--- config.mk ---
export PLATFORM = sky130hd
export DESIGN_NAME = fetch_stage
export DESIGN_NICKNAME = d
export VERILOG_FILES = /design/src/rtl/bitepic_pkg.sv /design/src/rtl/fetch_skid_buffer.sv /design/src/rtl/fetch_stage.sv
export SDC_FILE = /design/constraint.sdc
export NUM_CORES = 1
export LEC_CHECK = 0
export CORE_MARGIN = 2
export CORE_UTILIZATION = 40
export DETAILED_ROUTE_END_ITERATION = 7
export DONT_BUFFER_PORTS = 1
export GPL_TIMING_DRIVEN = 1
export SLEW_MARGIN = 10
export SYNTH_ARGS = -nofsm -noshare
export SYNTH_HDL_FRONTEND = slang
export SYNTH_HIERARCHICAL = 1
export SYNTH_SLANG_ARGS = --single-unit
--- constraint.sdc ---
create_clock -name clk -period 3 [get_ports clk]
set_input_delay 0.6 -clock clk [delete_from_list [all_inputs] [get_ports clk]]
set_output_delay 0.6 -clock clk [all_outputs]
set_load 0.01 [all_outputs]
--- src/rtl/bitepic_pkg.sv ---
// rtl/bitepic_pkg.sv - shared widths, bubble encoding and fetch FSM states for the BitEpicness pipeline
package bitepic_pkg;

  localparam int PC_W    = 16;
  localparam int INSTR_W = 16;

  localparam logic [INSTR_W-1:0] NOP_INSTR = 16'h0000;

  typedef enum logic [1:0] {
    START = 2'd0,
    FETCH = 2'd1,
    HOLD  = 2'd2,
    DROP  = 2'd3
  } fetch_state_e;

endpackage

--- src/rtl/fetch_skid_buffer.sv ---
// rtl/fetch_skid_buffer.sv - one-entry {instr, pc} holder for a word fetched while REG is stalled
//  clk, reset        : clock, asynchronous active-low reset
//  load              : capture load_instr/load_pc, set valid
//  unload            : entry consumed, clear valid
//  clear             : discard entry (flush), wins over load
//  load_instr/pc     : data to capture
//  valid, instr, pc  : current entry
module fetch_skid_buffer #(
  parameter int PC_W    = 16,
  parameter int INSTR_W = 16
) (
  input  logic               clk,
  input  logic               reset,
  input  logic               load,
  input  logic               unload,
  input  logic               clear,
  input  logic [INSTR_W-1:0] load_instr,
  input  logic [PC_W-1:0]    load_pc,
  output logic               valid,
  output logic [INSTR_W-1:0] instr,
  output logic [PC_W-1:0]    pc
);

  always_ff @(posedge clk or negedge reset) begin
    if (!reset) begin
      valid <= 1'b0;
      instr <= '0;
      pc    <= '0;
    end else if (clear || unload) begin
      valid <= 1'b0;
    end else if (load) begin
      valid <= 1'b1;
      instr <= load_instr;
      pc    <= load_pc;
    end
  end

endmodule

--- src/rtl/fetch_stage.sv ---
// rtl/fetch_stage.sv - instruction fetch: PC, one-outstanding imem request, stall skid, redirect flush
//  clk, reset                 : clock, asynchronous active-low reset
//  imem_req, imem_addr        : request to instruction memory, held stable until imem_ack
//  imem_ack, imem_rdata       : request completion and fetched word
//  stall                      : REG stage cannot accept, REG_* hold
//  redirect, redirect_pc      : flush and restart fetch at redirect_pc
//  REG_Instruction/PC/Mask    : registered slot into REG stage, Mask=1 marks a bubble
module fetch_stage #(
  parameter int                 PC_W      = bitepic_pkg::PC_W,
  parameter int                 INSTR_W   = bitepic_pkg::INSTR_W,
  parameter logic [PC_W-1:0]    RESET_PC  = '0,
  parameter logic [INSTR_W-1:0] NOP_INSTR = bitepic_pkg::NOP_INSTR
) (
  input  logic               clk,
  input  logic               reset,
  output logic               imem_req,
  output logic [PC_W-1:0]    imem_addr,
  input  logic               imem_ack,
  input  logic [INSTR_W-1:0] imem_rdata,
  input  logic               stall,
  input  logic               redirect,
  input  logic [PC_W-1:0]    redirect_pc,
  output logic [INSTR_W-1:0] REG_Instruction,
  output logic [PC_W-1:0]    REG_PC,
  output logic               REG_Mask
);

  import bitepic_pkg::*;

  localparam logic [PC_W-1:0] PC_ONE = {{(PC_W-1){1'b0}}, 1'b1};

  fetch_state_e state_q, state_d;

  logic [PC_W-1:0]    pc_q, pc_d, pc_inc;
  logic [PC_W-1:0]    req_addr_q, req_addr_d;
  logic [INSTR_W-1:0] reg_instr_d;
  logic [PC_W-1:0]    reg_pc_d;
  logic               reg_mask_d;

  logic               skid_load, skid_unload, skid_clear, skid_valid;
  logic [INSTR_W-1:0] skid_instr;
  logic [PC_W-1:0]    skid_pc;

  fetch_skid_buffer #(
    .PC_W    (PC_W),
    .INSTR_W (INSTR_W)
  ) u_skid (
    .clk        (clk),
    .reset      (reset),
    .load       (skid_load),
    .unload     (skid_unload),
    .clear      (skid_clear),
    .load_instr (imem_rdata),
    .load_pc    (req_addr_q),
    .valid      (skid_valid),
    .instr      (skid_instr),
    .pc         (skid_pc)
  );

  // DROP keeps the already-issued request alive: memory requests are never aborted.
  assign imem_req  = (state_q == FETCH) || (state_q == DROP);
  assign imem_addr = req_addr_q;
  assign pc_inc    = pc_q + PC_ONE;

  always_comb begin
    state_d     = state_q;
    pc_d        = pc_q;
    req_addr_d  = req_addr_q;
    reg_instr_d = REG_Instruction;
    reg_pc_d    = REG_PC;
    reg_mask_d  = REG_Mask;
    skid_load   = 1'b0;
    skid_unload = 1'b0;
    skid_clear  = 1'b0;

    if (state_q == START) begin
      state_d    = FETCH;
      req_addr_d = pc_q;
    end else if (redirect) begin
      // Redirect beats stall: the REG slot is flushed, REG_PC keeps its old value.
      pc_d        = redirect_pc;
      reg_mask_d  = 1'b1;
      reg_instr_d = NOP_INSTR;
      skid_clear  = 1'b1;
      case (state_q)
        FETCH: begin
          if (imem_ack) begin
            req_addr_d = redirect_pc;
          end else begin
            state_d = DROP;
          end
        end
        HOLD: begin
          state_d    = FETCH;
          req_addr_d = redirect_pc;
        end
        DROP: begin
          if (imem_ack) begin
            state_d    = FETCH;
            req_addr_d = redirect_pc;
          end
        end
        default: ;
      endcase
    end else begin
      case (state_q)
        FETCH: begin
          if (imem_ack) begin
            pc_d       = pc_inc;
            req_addr_d = pc_inc;
            if (!stall) begin
              reg_instr_d = imem_rdata;
              reg_pc_d    = req_addr_q;
              reg_mask_d  = 1'b0;
            end else begin
              // Word arrived but REG is blocked: park it and stop requesting.
              skid_load = 1'b1;
              state_d   = HOLD;
            end
          end else if (!stall) begin
            reg_mask_d  = 1'b1;
            reg_instr_d = NOP_INSTR;
          end
        end
        HOLD: begin
          if (!stall) begin
            reg_instr_d = skid_instr;
            reg_pc_d    = skid_pc;
            reg_mask_d  = !skid_valid;
            skid_unload = 1'b1;
            state_d     = FETCH;
            req_addr_d  = pc_q;
          end
        end
        DROP: begin
          // Stale response: discard and restart at the redirected PC.
          if (imem_ack) begin
            state_d    = FETCH;
            req_addr_d = pc_q;
          end
        end
        default: state_d = START;
      endcase
    end
  end

  always_ff @(posedge clk or negedge reset) begin
    if (!reset) begin
      state_q         <= START;
      pc_q            <= RESET_PC;
      req_addr_q      <= RESET_PC;
      REG_Instruction <= NOP_INSTR;
      REG_PC          <= '0;
      REG_Mask        <= 1'b1;
    end else begin
      state_q         <= state_d;
      pc_q            <= pc_d;
      req_addr_q      <= req_addr_d;
      REG_Instruction <= reg_instr_d;
      REG_PC          <= reg_pc_d;
      REG_Mask        <= reg_mask_d;
    end
  end

endmodule

==> impl_metrics.json <==
{
  "vdd_drop_max_v": 0.000430,
  "dr.first_iter.drc_count": 408,
  "finalMaxSlewViolations": 0,
  "routed_wl_um": 14900,
  "synth.top_cell.area_share": 0.445,
  "crit_end": "imem_addr[14]",
  "min_path_type": "primary input to async pin",
  "cpLargestDelayFamily": "compound AO/OA/AOI/OAI gates",
  "dieArea_mm2": 0.0149,
  "cts_sinks": 100,
  "rsz0062_at_grt": "false",
  "drc": 0,
  "routedWlPerCell_um": 21.6,
  "maxSlewHeadroom": 0.482,
  "combPwrFrac": 0.402,
  "p_sw_frac": 0.417,
  "pwr-share-seq": 0.421,
  "die_height_um": 122,
  "worst-path-stages": 5,
  "path_clk_slew_ns": 0.07,
  "hold_buffers": 1,
  "setup_viol": 0,
  "synth_area_mm2": 0.00557,
  "synth_fp_nets": 570,
  "ctsHtreeMaxLevel": 3,
  "cts_tree": "built",
  "worstSetupPathType": "flop to flop",
  "drive_gt1_frac": 0.227,
  "p_per_area_mw_per_mm2": 1130,
  "cts-root-buf": "clkbuf_16",
  "core-area_mm2": 0.0137,
  "cap_viol_max_count": 0,
  "io_pins": 87,
  "initial_core_util": 0.406,
  "grt_pass1_wl_um": 23600,
  "cpMaxStageDelayCell": "ha_2",
  "stdcell_area_mm2": 0.00598,
  "synthDistinctLibCells": 65,
  "reg2reg_from": "state_q[1]",
  "stdcell_count": 686,
  "num_rows": 43,
  "postCtsSetupBuffers": 0,
  "grt_overflow_total": 0,
  "grt_max_degree": 100,
  "p_switching_uw": 2820,
  "place_area_mm2": 0.00565,
  "io_buffers": 0,
  "endpoint_kind": "flop",
  "viasPerCell": 6.25,
  "status": "completed",
  "synth-seq-cells": 100,
  "layout_commonest_cell": "dfrtp_1",
  "synth_ff_type": "dfrtp_1",
  "reg2reg_to": "imem_addr[14]",
  "clock_latency_ns": 0.35,
  "dieWidth_um": 122,
  "max_freq_mhz": 395,
  "ant_nets": 0,
  "diodes": 0,
  "cts.path.max_buffers": 2,
  "rr_worst_depth": 5,
  "power_frac_clock": 0.177,
  "mostFrequentLayoutCells": "99 x dfrtp_1, 65 x mux2_2, 40 x o21ai_0, 28 x a22oi_1, 26 x a21oi_1",
  "clock_skew_ns": 0.00606,
  "p_int_uw": 3950,
  "worstPathMaxFanout": 22,
  "r2r_slack_ns": 0.47,
  "worst_ep_required_time_ns": 3.23,
  "worst_pin_slew_ns": 0.774,
  "first_pass_iters": 5,
  "startpoint_type": "flop",
  "nFillCells": 1311,
  "crit_chain": "ha_2 -> nor3b_2 -> o21bai_1 -> a221o_1 -> o32a_1",
  "p_leak_uw": 0.00238,
  "setup_tns_ns": 0,
  "fin_nets": 544,
  "gp_congestion": 0.873,
  "antenna_found_initial": 0,
  "place_hpwl_um": 10100,
  "synth-seq-area-share": 0.449,
  "avgSynthCellArea_um2": 10.6,
  "grt_pass1_vias": 4334,
  "hold_violations": 0,
  "grtUsageTotal": 0.206,
  "synth_area_leaders": "dfrtp_1 44%, mux2_2 13%, a22oi_1 3.8%, o21ai_0 3.6%, o41ai_1 2.5%",
  "async_flop_share": 1.00,
  "dr_total_vias": 4285,
  "placed_cells_incl_taps": 669,
  "yosysWarnings": 6,
  "post-synth-top-area-cell": "dfrtp_1",
  "worst-path-buf-inv": 0,
  "synth_edf_count": 0,
  "cts_buffers": 9,
  "cpPeakStageDelay_ns": 0.57,
  "cts-resized-gates": 0,
  "fin_crit_sh": 0.844,
  "period_minus_slack_ns": 2.53,
  "cp_data_arrival_time_ns": 2.76,
  "areaGrowthSynthToFinish_pct": 7.25,
  "netlist_instances": 527,
  "cp-startpoint": "state_q[1]"
}
-- worst min-delay path by stage --
| stage | from | to | cells past startpoint |
|---|---|---|---|
| floorplan | reset | REG_Instruction[0] | 0 |
| global placement | reset | pc_q[8] | 0 |
| detailed placement | reset | pc_q[9] | 0 |
| CTS | reset | REG_Mask | 0 |
| global route | reset | REG_Mask | 0 |
| finish | reset | REG_Mask | 0 |
-- registers in the layout, summed over array words and instances, names as in the netlist --
| name | flops |
|---|---|
| REG_Mask | 1 |
| REG_PC | 16 |
| state_q | 2 |
| u_skid/instr | 16 |
| u_skid/pc | 16 |
| REG_Instruction | 16 |
| pc_q | 16 |
| imem_addr | 16 |
| u_skid/valid | 1 |
-- power groups by stage --
stage	logic (µW)	clock network, µW	registers [µW]
detailed placement	2690	0	2880
finish	2720	1200	2860
global placement	2630	0	2850
CTS	2730	1230	2860
floorplan	2360	0	2490
global route	3010	1280	2970
-- kinds of logic after synthesis --
family	Yosys count	share of synthesized area
AO/OA/AOI/OAI	169	0.209
AND/OR/NAND/NOR	114	0.116
flip-flops	100	0.449
multiplexers	81	0.162
buffers and inverters	57	0.0501
adder cells (fa/ha/maj)	6	0.0135
-- metal layers --
metal  vias up  wire length, µm  global-route usage
li1       1948                -                   -
met1      2135             5860               0.247
met2       168             7230               0.341
met3        34             1370              0.0754
met4         0              388              0.0754
met5         -                0                   0
-- layout make-up --
class                      instances  area, µm²  area share
sequential                       100       2500       0.419
tap                              180        225      0.0377
timing repair buffer              14        125      0.0209
inverter                           6       22.5     0.00377
clock buffer                      12        246      0.0412
multi-input combinational        370       2800       0.468
clock inverter                     4       55.1     0.00921
-- synthesized netlist by cell type (2+ instances only) --
master,n
nor2_2,2
clkbuf_1,27
a2bb2oi_1,3
nand3b_1,3
o21ai_0,40
nand3_1,12
a21boi_0,2
a22o_1,3
a21o_1,5
o21bai_1,4
inv_1,6
o31ai_1,6
and3_1,5
nor3_1,14
o22ai_1,10
ha_1,6
nor3b_1,3
nand2_1,15
a32oi_1,2
mux2i_1,12
nor4b_1,2
and2_1,2
buf_6,5
mux2_4,2
nand2b_1,4
nand4_1,8
o32a_1,2
o21a_1,4
a31oi_1,4
buf_4,2
nor4_1,11
a22oi_1,28
a41oi_1,2
buf_2,16
mux2_1,2
or2_2,2
mux2_2,65
nor2_1,20
dfrtp_1,99
a21oi_1,27
o41ai_1,16
-- metrics by stage --
stage | setup slack (ns) | power, µW | hold slack [ns] | util
3_5_place_dp | 0.503 | 5560 | 0.309 | 0.412
4_1_cts | 0.478 | 6820 | 0.0784 | 0.436
3_3_place_gp | 0.576 | 5470 | 0.309 | 0.412
2_1_floorplan | 0.517 | 4850 | 0.304 | -
5_1_grt | 0.285 | 7260 | 0.0786 | 0.436
6_report | 0.467 | 6770 | 0.0898 | 0.436
Note: power is estimated with default switching activity, not from simulation.
